File: src/rtl/dumbrv_pkg.sv
// Shared opcodes and state/operation types for the dumbrv SPI memory target.
package dumbrv_pkg;

  localparam logic [7:0] CMD_READ  = 8'h03;
  localparam logic [7:0] CMD_WRITE = 8'h02;
  localparam logic [7:0] CMD_FREAD = 8'h0B;

  typedef enum logic [2:0] {
    ST_IDLE,
    ST_CMD,
    ST_ADDR_HI,
    ST_ADDR_LO,
    ST_RD_DATA,
    ST_WR_DATA,
    ST_IGNORE,
    ST_DUMMY
  } spi_tgt_state_t;

  typedef enum logic [1:0] {
    OP_READ,
    OP_WRITE,
    OP_FREAD
  } spi_tgt_op_t;

endpackage

File: src/rtl/dumbrv_spi_sync.sv
// Multi-stage synchronizer with registered rise/fall detect; level_o is
// delayed one flop so it lines up with the edge strobes.
module dumbrv_spi_sync #(
  parameter int unsigned SYNC_STAGES = 2
) (
  input  logic clk,
  input  logic rst,
  input  logic d_i,
  output logic level_o,
  output logic rise_o,
  output logic fall_o
);

  logic [SYNC_STAGES-1:0] chain_q;
  logic                   level_q;
  logic                   rise_q;
  logic                   fall_q;

  always_ff @(posedge clk) begin
    if (rst) begin
      chain_q <= '0;
      level_q <= 1'b0;
      rise_q  <= 1'b0;
      fall_q  <= 1'b0;
    end else begin
      chain_q <= {chain_q[SYNC_STAGES-2:0], d_i};
      level_q <= chain_q[SYNC_STAGES-1];
      rise_q  <= chain_q[SYNC_STAGES-1] & ~level_q;
      fall_q  <= ~chain_q[SYNC_STAGES-1] & level_q;
    end
  end

  assign level_o = level_q;
  assign rise_o  = rise_q;
  assign fall_o  = fall_q;

endmodule

File: src/rtl/dumbrv_spi_target.sv
// SPI mode-0 memory target: byte-serial READ/WRITE with 16-bit address.
// Optional FAST READ (0x0B + dummy byte) when DUMBRV_SPI_TGT_FASTREAD_EN is defined.
module dumbrv_spi_target
  import dumbrv_pkg::*;
#(
  parameter int unsigned ADDR_W      = 16,
  parameter int unsigned SYNC_STAGES = 2
) (
  input  logic              clk,
  input  logic              rst,
  input  logic              spi_sck,
  input  logic              spi_cs,
  input  logic              spi_mosi,
  output logic              spi_miso,
  output logic              mem_en,
  output logic              mem_we,
  output logic [ADDR_W-1:0] mem_addr,
  output logic [7:0]        mem_wdata,
  input  logic [7:0]        mem_rdata,
  output logic              bad_cmd_o
);

  logic sck_lvl, sck_rise, sck_fall;
  logic cs_lvl, cs_rise, cs_fall;
  logic mosi_lvl, mosi_rise, mosi_fall;
  logic unused_sync;

  dumbrv_spi_sync #(.SYNC_STAGES(SYNC_STAGES)) u_sync_sck (
    .clk(clk), .rst(rst), .d_i(spi_sck),
    .level_o(sck_lvl), .rise_o(sck_rise), .fall_o(sck_fall)
  );
  dumbrv_spi_sync #(.SYNC_STAGES(SYNC_STAGES)) u_sync_cs (
    .clk(clk), .rst(rst), .d_i(spi_cs),
    .level_o(cs_lvl), .rise_o(cs_rise), .fall_o(cs_fall)
  );
  dumbrv_spi_sync #(.SYNC_STAGES(SYNC_STAGES)) u_sync_mosi (
    .clk(clk), .rst(rst), .d_i(spi_mosi),
    .level_o(mosi_lvl), .rise_o(mosi_rise), .fall_o(mosi_fall)
  );

  assign unused_sync = ^{sck_lvl, cs_lvl, mosi_rise, mosi_fall};

  spi_tgt_state_t    state_q, state_d;
  spi_tgt_op_t       op_q, op_d;
  logic [2:0]        bitcnt_q, bitcnt_d;
  logic [7:0]        shin_q, shin_d;
  logic [7:0]        shout_q, shout_d;
  logic [7:0]        addr_hi_q, addr_hi_d;
  logic [ADDR_W-1:0] addr_q, addr_d;
  logic              miso_q, miso_d;
  logic              mem_en_q, mem_en_d;
  logic              mem_we_q, mem_we_d;
  logic [ADDR_W-1:0] mem_addr_q, mem_addr_d;
  logic [7:0]        mem_wdata_q, mem_wdata_d;
  logic              bad_cmd_q, bad_cmd_d;
  logic              rd_load_q;
  logic [7:0]        byte_in;
  logic [15:0]       addr_full;

  always_ff @(posedge clk) begin
    if (rst) begin
      state_q     <= ST_IDLE;
      op_q        <= OP_READ;
      bitcnt_q    <= '0;
      shin_q      <= '0;
      shout_q     <= '0;
      addr_hi_q   <= '0;
      addr_q      <= '0;
      miso_q      <= 1'b0;
      mem_en_q    <= 1'b0;
      mem_we_q    <= 1'b0;
      mem_addr_q  <= '0;
      mem_wdata_q <= '0;
      bad_cmd_q   <= 1'b0;
      rd_load_q   <= 1'b0;
    end else begin
      state_q     <= state_d;
      op_q        <= op_d;
      bitcnt_q    <= bitcnt_d;
      shin_q      <= shin_d;
      shout_q     <= shout_d;
      addr_hi_q   <= addr_hi_d;
      addr_q      <= addr_d;
      miso_q      <= miso_d;
      mem_en_q    <= mem_en_d;
      mem_we_q    <= mem_we_d;
      mem_addr_q  <= mem_addr_d;
      mem_wdata_q <= mem_wdata_d;
      bad_cmd_q   <= bad_cmd_d;
      rd_load_q   <= mem_en_q & ~mem_we_q;
    end
  end

  always_comb begin
    state_d     = state_q;
    op_d        = op_q;
    bitcnt_d    = bitcnt_q;
    shin_d      = shin_q;
    shout_d     = shout_q;
    addr_hi_d   = addr_hi_q;
    addr_d      = addr_q;
    miso_d      = miso_q;
    mem_en_d    = 1'b0;
    mem_we_d    = 1'b0;
    mem_addr_d  = mem_addr_q;
    mem_wdata_d = mem_wdata_q;
    bad_cmd_d   = 1'b0;
    byte_in     = {shin_q[6:0], mosi_lvl};
    addr_full   = {addr_hi_q, byte_in};

    // Read data lands two cycles after the strobe; SCK falls are far enough apart not to collide.
    if (rd_load_q) shout_d = mem_rdata;

    if (cs_rise) begin
      state_d  = ST_IDLE;
      bitcnt_d = '0;
      miso_d   = 1'b0;
    end else if (cs_fall) begin
      state_d  = ST_CMD;
      bitcnt_d = '0;
      shout_d  = '0;
      miso_d   = 1'b0;
    end else if (state_q != ST_IDLE) begin
      if (sck_fall) begin
        if (state_q == ST_RD_DATA) begin
          miso_d  = shout_q[7];
          shout_d = {shout_q[6:0], 1'b0};
        end else begin
          miso_d = 1'b0;
        end
      end
      if (sck_rise) begin
        shin_d   = byte_in;
        bitcnt_d = bitcnt_q + 3'd1;
        if (bitcnt_q == 3'd7) begin
          case (state_q)
            ST_CMD: begin
              case (byte_in)
                CMD_READ:  begin op_d = OP_READ;  state_d = ST_ADDR_HI; end
                CMD_WRITE: begin op_d = OP_WRITE; state_d = ST_ADDR_HI; end
`ifdef DUMBRV_SPI_TGT_FASTREAD_EN
                CMD_FREAD: begin op_d = OP_FREAD; state_d = ST_ADDR_HI; end
`endif
                default: begin
                  state_d   = ST_IGNORE;
                  bad_cmd_d = 1'b1;
                end
              endcase
            end
            ST_ADDR_HI: begin
              addr_hi_d = byte_in;
              state_d   = ST_ADDR_LO;
            end
            ST_ADDR_LO: begin
              addr_d = addr_full[ADDR_W-1:0];
              if (op_q == OP_WRITE) begin
                state_d = ST_WR_DATA;
`ifdef DUMBRV_SPI_TGT_FASTREAD_EN
              end else if (op_q == OP_FREAD) begin
                state_d = ST_DUMMY;
`else
`endif
              end else begin
                mem_en_d   = 1'b1;
                mem_addr_d = addr_full[ADDR_W-1:0];
                addr_d     = addr_full[ADDR_W-1:0] + 1'b1;
                state_d    = ST_RD_DATA;
              end
            end
            ST_DUMMY, ST_RD_DATA: begin
              // Prefetch of the next byte for the following SCK fall.
              mem_en_d   = 1'b1;
              mem_addr_d = addr_q;
              addr_d     = addr_q + 1'b1;
              state_d    = ST_RD_DATA;
            end
            ST_WR_DATA: begin
              mem_en_d    = 1'b1;
              mem_we_d    = 1'b1;
              mem_addr_d  = addr_q;
              mem_wdata_d = byte_in;
              addr_d      = addr_q + 1'b1;
            end
            default: ;
          endcase
        end
      end
    end
  end

  assign spi_miso  = miso_q;
  assign mem_en    = mem_en_q;
  assign mem_we    = mem_we_q;
  assign mem_addr  = mem_addr_q;
  assign mem_wdata = mem_wdata_q;
  assign bad_cmd_o = bad_cmd_q;

endmodule
File: config.mk
export PLATFORM = sky130hd
export DESIGN_NAME = dumbrv_spi_target
export DESIGN_NICKNAME = d
export VERILOG_FILES = /design/src/rtl/dumbrv_pkg.sv /design/src/rtl/dumbrv_spi_sync.sv /design/src/rtl/dumbrv_spi_target.sv
export SDC_FILE = /design/constraint.sdc
export NUM_CORES = 1
export LEC_CHECK = 0
export BUFFER_PORTS_ARGS = -buffer_cell sky130_fd_sc_hd__buf_2
export CORE_UTILIZATION = 40
export DETAILED_ROUTE_END_ITERATION = 6
export MAX_ROUTING_LAYER = met4
export PLACE_DENSITY_LB_ADDON = 0.05
export SLEW_MARGIN = 15
export SYNTH_ARGS = -nofsm -noshare
export SYNTH_HDL_FRONTEND = slang
export SYNTH_SLANG_ARGS = --single-unit
File: constraint.sdc
create_clock -name clk -period 6 [get_ports clk]
set_input_delay 1.2 -clock clk [delete_from_list [all_inputs] [get_ports clk]]
set_output_delay 1.2 -clock clk [all_outputs]
set_load 0.01 [all_outputs]
# --- Word level (Yosys, flattened, before mapping) ---
# Cells that the tools add are included.
# Widths: inputs -> output; s select.
word_totals:
  output_inout_bits: 28
  elab_cells: 103
  inputBits: 13
  regBits: 89
classes:
  reduce_logical: 25
  muxes: 23
  n_addsub: 3
  n_bitwise: 16
  eq_ne: 11
op_table:
  columns: ["op", "count"]
  rows:
  - ["$pmux 16 s2", 2]
  - ["$mux 8", 6]
  - ["$add 16x1->16 const B", 2]
  - ["$mux 16", 2]
  - ["$reduce_and 6->1", 3]
  - ["$eq 8x2->1 const B", 2]
  - ["$reduce_and 7->1", 2]
  - ["$eq 3x3->1 const B", 4]
  - ["$pmux 3 s4", 1]
  - ["$reduce_and 4->1", 3]
  - ["$not 1->1", 11]
  - ["$reduce_bool 2->1", 5]
  - ["$mux 1", 9]
  - ["$reduce_or 7->1", 1]
  - ["$eq 3x2->1 const B", 2]
  - ["$reduce_or 2->1", 3]
  - ["$reduce_or 3->1", 2]
  - ["$reduce_or 6->1", 1]
  - ["$and 1x1->1", 5]
  - ["$reduce_bool 5->1", 1]
  - ["$pmux 2 s2", 1]
  - ["$reduce_and 2->1", 2]
  - ["$reduce_bool 4->1", 1]
  - ["$add 3x1->3 const B", 1]
  - ["other kinds (6)", 6]

# --- Longest topological paths before layout ---
# Gate-level depths: netlist of the first run.
depth:
  word_depth: 8
  depth_mapped: 8
  depth_no_buf: 7

# --- By module ---
# Synthesis of the first run repeated with hierarchy kept, for this count alone.
unflattened:
  hier_cells: 473
  area_unflattened_um2: 4139.0
by_module_without_submodules:
  columns: ["mod", "seq_area_each_um2", "area_per_inst_um2", "cells_per_inst", "n_inst"]
  rows:
  - ["dumbrv_spi_target", 1501.4, 3737.3, 443, 1]
  - ["dumbrv_spi_sync", 100.1, 133.9, 10, 3]

# --- Worst setup path after synthesis of the first run ---
# No wires, ideal clock.
synth_timing:
  path_type: "input port to flip-flop"
  from: "input port rst"
  to: "register addr_q[5]"
  setup_time_ps: 131
  slack_ps: 4023
  cell_stages: 3
  arrival_ps: 1846
  path_buffers: 2
  path_cell_list: "clkbuf_1 > buf_1 > o22ai_1"
synth_rtl:
  columns: ["item", "line", "source"]
  rows:
  - ["start, declared", "dumbrv_spi_target.sv:10", "input logic rst,"]
  - ["end signal, assigned", "dumbrv_spi_target.sv:83", "addr_q <= addr_d;"]
  - ["end, declared", "dumbrv_spi_target.sv:49", "logic [ADDR_W-1:0] addr_q, addr_d;"]
# No word-level cell between the ends.

# --- Worst setup path in the final report of the first run ---
layout_timing:
  from: "register state_q[0]"
  to: "register addr_q[10]"
layout_between:
  elab_chain_len: 4
  word_cells_on_any_way: 9
layout_rtl:
  columns: ["item", "line", "source"]
  rows:
  - ["start, declared", "dumbrv_spi_target.sv:43", "spi_tgt_state_t state_q, state_d;"]
  - ["start signal, assigned", "dumbrv_spi_target.sv:77", "state_q <= state_d;"]
  - ["$eq 3x3->1", "dumbrv_spi_target.sv:136", "case (state_q)"]
  - ["$reduce_or 3->1 (no line)", null, null]
  - ["$reduce_bool 2->1 (no line)", null, null]
  - ["$reduce_and 6->1 (no line)", null, null]
# Several ways; a longest one is shown, not always the timed one.
# A chain may end at the register's enable or synchronous reset.

==> flow_summary.yaml, run 1 <==
global_routing:
  grt_max_degree: 79
  overflow: 0
  grt_pass1_vias: 3163
  antenna_found_initial: 0
  grt_pass1_wl_um: 16060
  grt.total_usage_pct: 20.25
floorplanning:
  io_pins: 41
  fp.coreArea_sq_um: 9819
  die_h_um: 103.0
  die_x_um: 103.0
  start_util_pct: 41.56
  rows: 36
  dieArea_sq_um: 10610
finish:
  seqCellArea_sq_um: 1762
  syn_to_final_growth_pct: 10.76
  fin_area_sq_um: 4521
  fillers: 1041
  multiInputGateArea_sq_um: 2131
  antenna_cells: 0
  layout.nets: 524
  drive_above_1_share_pct: 15.07
timing:
  fin_skew_ns: 0.01625
  fmax_mhz: 395.3
  grt_setup_unrepaired: "false"
  finalHoldViolCount: 0
  worst_pin_slew_ns: 0.9797
  setup_tns_ns: 0
  max-slew-margin-rel_pct: 34.68
  setup_viol: 0
  period_minus_slack_ns: 2.530
  fin_crit_sh_pct: 42.17
  finalMaxSlewViolations: 0
hold_path:
  min_path_cells: 1
  hold_class: "flip-flop to flip-flop"
  hold_end: "u_sync_sck.rise_o"
  hp-start: "u_sync_sck.level_o"
routing:
  route.detailed.drc: 0
  ant_nets: 0
  met3WireLength_um: 308
  met1_length_um: 4808
  met2_length_um: 4329
  vias: 3423
  top_layer_used: "met4"
  dr.first_iter.drc_count: 103
  viasPerCell: 5.315
  wl_um: 9552
  first_pass_iters: 4
  wl_per_cell_um: 14.83
power_and_ir_drop:
  finalPower_mw: 1.013
  power.density_nw_per_um2: 224.1
  power.leakage_nw: 1.595
  vdd_drop_max_uv: 141.7
place:
  dpl-instance-area_sq_um: 4327
  dpl.hpwl_um: 6581
  portBuffers: 40
  gp_congestion: 0.8412
setup_path:
  r2r_start: "state_q[0]"
  cp_data_required_time_ns: 6.28
  critPathCaptureType: "flip-flop"
  r2r-end: "addr_q[10]"
  critPathLaunchType: "flip-flop"
  reg2regPathDepth: 5
  crit_arrival_ns: 2.81
  max_stage_delay_ns: 0.80
  crit_fanout: 29
  critPathBufInv: 0
  cp_top_family: "simple AND/OR/NAND/NOR gates"
  cp_slowest_cell: "and2_1"
  critPathKind: "flip-flop to flip-flop"
  reg2reg_slack_ns: 3.47
  crit_chain: "nand2b_1 > and2_1 > nand2_1 > or4_1 > a31oi_1"
clocking:
  worstSkewPairLatency_ns: 0.36
  cts_htree_levels: 3
  path_clk_slew_ns: 0.10
  cts_sinks: 88
  cts-buffers-inserted: 9
  cts_resized: 0
  cts_hold_buf: 0
  cts_setup_buffers: 0
  clock_path_buffers: 2
  root_buffer: "clkbuf_8"
  cts_tree: "done"
outcome:
  outcome: "finished clean"
yosys:
  synthCells: 486
  yosys.area.top_type: "dfxtp_1"
  synth_top_area_share_pct: 43.16
  yosysMostFrequentCell: "dfxtp_1"
  synth.area.top_cells: "dfxtp_1 43%, nand2_1 5.9%, nor2_1 5.7%, mux2i_1 4.2%, a21oi_1 3.9%"
  ys_seq_elements: 88
  ys.flop_type: "dfxtp_1"
  synthesis.area_sq_um: 4081
  avgSynthCellArea_sq_um: 8.398
  synthArstFlopShare_pct: 0
  syn_nets: 504
  ys_seq_area_share_pct: 43.16
  synth_edf_count: 0
  yosysUniqueCellTypes: 50
  synth_common_cells: "88 x dfxtp_1, 64 x nand2_1, 62 x nor2_1, 32 x a21oi_1, 18 x nor3_1"
  yosysWarningCount: 0
flow_run:
  maxCapViolations: 0
sequential cells by signal, summed over array words and instances (netlist names):
name / count
addr_hi_q: 8
addr_q: 16
bad_cmd_o: 1
bitcnt_q: 3
mem_addr: 16
mem_en: 1
mem_wdata: 8
mem_we: 1
op_q: 1
rd_load_q: 1
shin_q: 7
shout_q: 8
spi_miso: 1
state_q: 3
u_sync_cs.chain_q: 2
u_sync_cs.fall_o: 1
u_sync_cs.level_o: 1
u_sync_cs.rise_o: 1
u_sync_mosi.chain_q: 2
u_sync_mosi.level_o: 1
u_sync_sck.chain_q: 2
u_sync_sck.fall_o: 1
u_sync_sck.level_o: 1
u_sync_sck.rise_o: 1
worst max-delay path by stage:
stage | start | endpoint | slack (ns) | depth (start not counted)
CTS | state_q[0] | addr_q[10] | 3.47 | 5
floorplan | rst | addr_q[5] | 4.02 | 3
global placement | rst | mem_en | 3.44 | 5
global route | state_q[0] | addr_q[10] | 3.13 | 5
detailed placement | rst | mem_en | 3.42 | 5
finish | state_q[0] | addr_q[10] | 3.47 | 5
cell type report:
type                       instances  share of cell area (%)
clock buffer                      10                   3.045
inverter                          10                  0.8303
sequential                        88                   38.97
clock inverter                     6                   1.246
multi-input combinational        353                   47.14
timing repair buffer              44                   5.093
tap                              133                   3.681
through the flow:
| stage | setup slack (ns) | std cells | util (%) | hold slack, ns |
|---|---|---|---|---|
| 2_1_floorplan | 4.023 | 486 | - | 0.3835 |
| 3_3_place_gp | 3.442 | 628 | 44.06 | 0.3879 |
| 3_5_place_dp | 3.422 | 628 | 44.06 | 0.3938 |
| 4_1_cts | 3.470 | 644 | 46.04 | 0.4134 |
| 5_1_grt | 3.132 | 644 | 46.04 | 0.4340 |
| 6_report | 3.470 | 644 | 46.04 | 0.4142 |
logic make-up (layout without fill, tap and decap cells):
group	after synthesis	count (layout)	share of synthesized area [%]
adders and majority gates	5	5	1.533
AOI/OAI and AO/OA	92	92	15.08
buffers and inverters	45	70	4.691
and+or+nand+nor	215	215	25.66
DFF	88	88	43.16
muxes	26	26	6.652
xor gates and xnor gates	15	15	3.219
cell usage in the layout (no fill, tap or decap), types with 6 or more instances in the layout:
master     n
nand2_1   64
mux2_2     9
xnor2_1    8
nand4_1    6
mux2i_1   17
a21oi_1   32
nand3_1   14
nor3b_1    6
and3_1     7
nor2_1    61
a311oi_1  16
dfxtp_1   88
a22oi_1    9
buf_2     40
nor3_1    18
xor2_1     7
o21ai_0   12
nor2b_1   14
inv_1     10
clkbuf_8  10
per-layer routing:
| layer | track usage, % | vias up |
|---|---|---|
| met5 | - | - |
| met4 | 5.200 | 0 |
| met3 | 4.068 | 9 |
| met2 | 31.49 | 53 |
| met1 | 26.83 | 1602 |
| li1 | - | 1759 |
power breakdown:
part | switching, mW | leakage (nW) | internal (mW)
sequential | 0.00238 | 0.710 | 0.587
clock | 0.234 | 0.0977 | 0.172
combinational | 0.0120 | 0.787 | 0.00632
Note: power is estimated with default switching activity, not from simulation.
==> run 2: changes to the inputs <==
- clock period: 6 -> 2.15 ns (I/O delays scaled with it)
==> run 2 against run 1 <==
Against the previous run: via count rose by 4.0%; count of clock-buffer cells in the layout did not move; largest cell class unchanged; sequential power rose to 2.8 times the previous value; die area did not move; cell count rose by 3.7%; highest routed layer unchanged; critical path type unchanged; wire length rose by 6.7%; first-iteration DRC count rose by 13%; largest power group unchanged; clock skew fell by 0.0043 ns; sequential share of layout area fell by 1.8 points.
==> flow_summary.yaml, run 2 (synthesized netlist as in run 1, its figures left out) <==
setup_path:
  crit_fanout: 6
  cp_top_family: "compound AO/OA/AOI/OAI gates"
  cp_slowest_cell: "or3_4"
  critPathLaunchType: "flip-flop"
  crit_arrival_ns: 2.29
  max_stage_delay_ns: 0.39
  critPathKind: "flip-flop to flip-flop"
  crit_chain: "ha_1 > ha_2 > nand4bb_4 > a21o_1 > or3_4 > o32a_1 > a21oi_1"
  critPathBufInv: 0
  critPathCaptureType: "flip-flop"
  cp_data_required_time_ns: 2.43
floorplanning:
  io_pins: 41
  dieArea_sq_um: 10610
  die_h_um: 103.0
  fp.coreArea_sq_um: 9819
  rows: 36
  die_x_um: 103.0
  start_util_pct: 41.56
timing:
  finalMaxSlewViolations: 0
  hold_ws_ns: 0.2805
  grt_setup_unrepaired: "false"
  period_minus_slack_ns: 2.008
  fmax_mhz: 498.0
  max-slew-margin-rel_pct: 57.52
  setup_tns_ns: 0
  worst_pin_slew_ns: 0.6359
  fin_crit_sh_pct: 93.40
  fin_skew_ns: 0.01199
  finalHoldViolCount: 0
  setup_viol: 0
  final.setup.worst_slack_ns: 0.1420
power_and_ir_drop:
  vdd_drop_max_uv: 459.9
  power.density_nw_per_um2: 591.4
  power.leakage_nw: 1.721
clocking:
  clock_path_buffers: 2
  cts_htree_levels: 3
  worstSkewPairLatency_ns: 0.35
  cts_sinks: 88
  cts_tree: "done"
  cts-buffers-inserted: 9
  root_buffer: "clkbuf_8"
  cts_setup_buffers: 0
  path_clk_slew_ns: 0.10
routing:
  ant_nets: 0
  wl_per_cell_um: 15.25
  wl_um: 10190
  route.detailed.drc: 0
  dr.first_iter.drc_count: 116
  viasPerCell: 5.328
  first_pass_iters: 6
  vias: 3559
place:
  gp_congestion: 0.8819
  pre_cts_ws_ns: 0.1705
  portBuffers: 40
  dpl.hpwl_um: 7290
finish:
  drive_above_1_share_pct: 19.07
  fillers: 1021
  syn_to_final_growth_pct: 15.97
  mostFrequentLayoutCell: "dfxtp_1"
  antenna_cells: 0
  final_cell_mix: "88 x dfxtp_1, 64 x nand2_1, 61 x nor2_1"
  fin_util_pct: 48.20
  layout.nets: 548
global_routing:
  grt.total_usage_pct: 21.16
  antenna_found_initial: 0
  overflow: 0
  grt_max_degree: 61
  grt_pass1_vias: 3260
  grt_pass1_wl_um: 16770
flow_run:
  maxCapViolations: 0
hold_path:
  hold_class: "primary input to flip-flop"
outcome:
  outcome: "finished clean"
-- run 2: changes by cell type in the layout (fill, tap and decap cells not counted), sizes merged --
cell and delta:
buf +24, clkinvlp +2, inv -2
-- run 2: report_power, final --
| part | switching (mW) | total, mW | leakage (nW) | internal (mW) |
|---|---|---|---|---|
| logic | 0.0363 | 0.0579 | 0.924 | 0.0216 |
| clock network | 0.635 | 1.10 | 0.0859 | 0.464 |
| registers | 0.00485 | 1.64 | 0.710 | 1.64 |
| total | 0.676 | 2.80 | 1.72 | 2.12 |
-- run 2: path summary, 6_finish.rpt --
kind / from / end / slack, ns / cells after the start
worst min register to register: u_sync_sck.level_o / u_sync_sck.rise_o / 0.42 / 1
worst min-delay path: spi_cs / u_sync_cs.chain_q[0] / 0.28 / 2
worst max register to register: bitcnt_q[0] / addr_q[13] / 0.14 / 7
worst max-delay path: bitcnt_q[0] / addr_q[13] / 0.14 / 7
-- run 2: layout make-up --
type	instances	area [sq um]	area share [%]
multi-input combinational	353	2133	45.07
sequential	88	1762	37.22
timing repair buffer	68	447.9	9.463
tap	133	166.4	3.516
clock buffer	10	137.6	2.908
clock inverter	6	48.80	1.031
inverter	10	37.54	0.7930
-- run 2: stage by stage --
stage / cell area, sq um / instances / power (mW)
after floorplan: 4081 / 486 / 1.713
after global placement: 4544 / 652 / 1.739
after detailed placement: 4544 / 652 / 1.740
after CTS: 4731 / 668 / 2.842
after global routing: 4733 / 668 / 2.922
final: 4733 / 668 / 2.799
-- run 2: per-layer routing --
layer | wire length (um) | global-route usage (%) | vias up
met5 | 0 | - | -
met4 | 136 | 5.309 | 0
met3 | 481 | 4.136 | 12
met2 | 4805 | 34.10 | 82
met1 | 4763 | 27.20 | 1660
li1 | - | - | 1805
-- run 2: timing repair --
action / CTS / global route
endpoints found under the setup margin: 0 / 2
hold buffers: 0 / 0
hold endpoints to repair: 0 / 0
gates resized for setup: 0 / 1
==> run 3: changes to the inputs <==
- CORE_UTILIZATION: 40 -> 50
==> run 3 against run 2 <==
Against the previous run: setup slack got worse by 0.019 ns; die area decreased by 20%; final area decreased by 0.19%; non-clock buffer count increased by 2; cell count decreased by 4.5%; flip-flop and latch count unchanged; first-iteration DRC count increased by 75%; register-to-register slack got worse by 0.02 ns.
==> flow_summary.yaml, run 3 (synthesized netlist as in run 1, its figures left out) <==
clocking:
  cts_resized: 0
  path_clk_slew_ns: 0.09
  cts-buffers-inserted: 9
  cts_htree_levels: 3
  root_buffer: "clkbuf_8"
  cts_tree: "done"
  cts_sinks: 88
  clock_path_buffers: 2
  worstSkewPairLatency_ns: 0.36
timing:
  finalHoldViolCount: 0
  setup_tns_ns: 0
  finalMaxSlewViolations: 0
  fin_crit_sh_pct: 94.27
  worst_pin_slew_ns: 0.5727
  max-slew-margin-rel_pct: 61.74
  fmax_mhz: 493.4
  hold_ws_ns: 0.2767
  period_minus_slack_ns: 2.027
  grt_setup_unrepaired: "false"
  setup_viol: 0
  fin_skew_ns: 0.007410
global_routing:
  grt_pass1_vias: 3291
  overflow: 0
  grt_pass1_wl_um: 16010
  antenna_found_initial: 0
  grt_max_degree: 33
  grt.total_usage_pct: 24.25
routing:
  viasPerCell: 5.525
  wl_um: 9447
  ant_nets: 0
  route.detailed.drc: 0
  wl_per_cell_um: 14.81
  first_pass_iters: 4
  dr.first_iter.drc_count: 203
  vias: 3525
finish:
  drive_above_1_share_pct: 19.03
  layout.nets: 550
  fin_cells: 638
  fin_util_pct: 60.51
  mostFrequentLayoutCell: "dfxtp_1"
  fin_area_sq_um: 4725
  antenna_cells: 0
  fillers: 759
  final_cell_mix: "88 x dfxtp_1, 64 x nand2_1, 61 x nor2_1"
  syn_to_final_growth_pct: 15.76
setup_path:
  crit_path_start: "bitcnt_q[0]"
  crit_fanout: 6
  r2r-end: "addr_q[11]"
  cp_top_family: "compound AO/OA/AOI/OAI gates"
  crit_chain: "ha_1 > ha_1 > nand4bb_4 > a21o_1 > or3_4 > o32a_1 > a21oi_1"
  critPathKind: "flip-flop to flip-flop"
  endpoint: "addr_q[11]"
  cp_num_cells: 7
  r2r_start: "bitcnt_q[0]"
  critPathMostFrequentCell: "ha_1"
  cp_data_required_time_ns: 2.44
  critPathBufInv: 0
  crit_arrival_ns: 2.32
  cp_slowest_cell: "or3_4"
  reg2regPathDepth: 7
  critPathCaptureType: "flip-flop"
  reg2reg_slack_ns: 0.12
  max_stage_delay_ns: 0.39
  critPathLaunchType: "flip-flop"
power_and_ir_drop:
  p_sw_uw: 652.1
  pwr-share-seq_pct: 55.3
  pwr-share-clk_pct: 42.7
  comb_power_share_pct: 2.0
  p_sw_share_pct: 21.98
  vdd_drop_max_uv: 405.0
  power.leakage_nw: 1.745
  p_int_mw: 2.315
  power.density_nw_per_um2: 628.0
floorplanning:
  start_util_pct: 52.28
  fp.coreArea_sq_um: 7807
  die_h_um: 92.35
  rows: 32
  die_x_um: 92.35
  io_pins: 41
  dieArea_sq_um: 8529
place:
  dpl.hpwl_um: 6908
  dpl-instance-area_sq_um: 4508
  gp_congestion: 0.8888
  portBuffers: 40
  dp.cells: 623
hold_path:
  hold_class: "primary input to flip-flop"
outcome:
  outcome: "finished clean"
flow_run:
  maxCapViolations: 0
==> run 3: worst min-delay path by stage <==
stage,slack [ns],startpoint,to,depth (start not counted)
CTS,0.27,spi_sck,u_sync_sck.chain_q[0],2
floorplan,0.38,u_sync_cs.level_o,u_sync_cs.rise_o,1
global route,0.27,spi_cs,u_sync_cs.chain_q[0],2
finish,0.28,spi_sck,u_sync_sck.chain_q[0],2
global placement,0.39,u_sync_cs.level_o,u_sync_cs.rise_o,1
detailed placement,0.40,u_sync_cs.chain_q[1],u_sync_cs.fall_o,1
==> run 3: area by class of cell <==
cell class                      count  area, sq um  share of cell area [%]
Clock buffer                        9        123.9                   2.622
Timing Repair Buffer               70        450.4                   9.534
Multi-Input combinational cell    353         2131                   45.10
Tap cell                          102        127.6                   2.701
Sequential cell                    88         1762                   37.29
Inverter                           10        37.54                  0.7945
Clock inverter                      6        92.59                   1.960
==> run 3: power groups by stage <==
stage	Sequential [mW]	Combinational (mW)	Clock, mW
2_1_floorplan	1.68	0.0335	0
3_3_place_gp	1.68	0.0580	0
3_5_place_dp	1.68	0.0587	0
4_1_cts	1.64	0.0588	1.30
5_1_grt	1.64	0.0638	1.36
6_report	1.64	0.0583	1.27
==> run 3: stage by stage <==
| step | setup slack (ns) | power [mW] |
|---|---|---|
| 3_3_place_gp | 0.1866 | 1.738 |
| 6_report | 0.1232 | 2.967 |
| 5_1_grt | 0.02612 | 3.068 |
| 4_1_cts | 0.1133 | 2.997 |
| 2_1_floorplan | 0.1874 | 1.713 |
| 3_5_place_dp | 0.1340 | 1.739 |
==> run 3: what timing repair did <==
item | CTS | global route
hold buffers | 0 | 0
hold endpoints to repair | 0 | 0
setup endpoints to repair | 0 | 1
setup buffers | 0 | 0
==> run 3: per-layer routing <==
metal	wire length [um]	up-vias	GRT usage, %
li1	-	1808	-
met1	4594	1631	31.53
met2	4418	74	39.01
met3	285	12	3.038
met4	149	0	8.333
met5	0	-	-
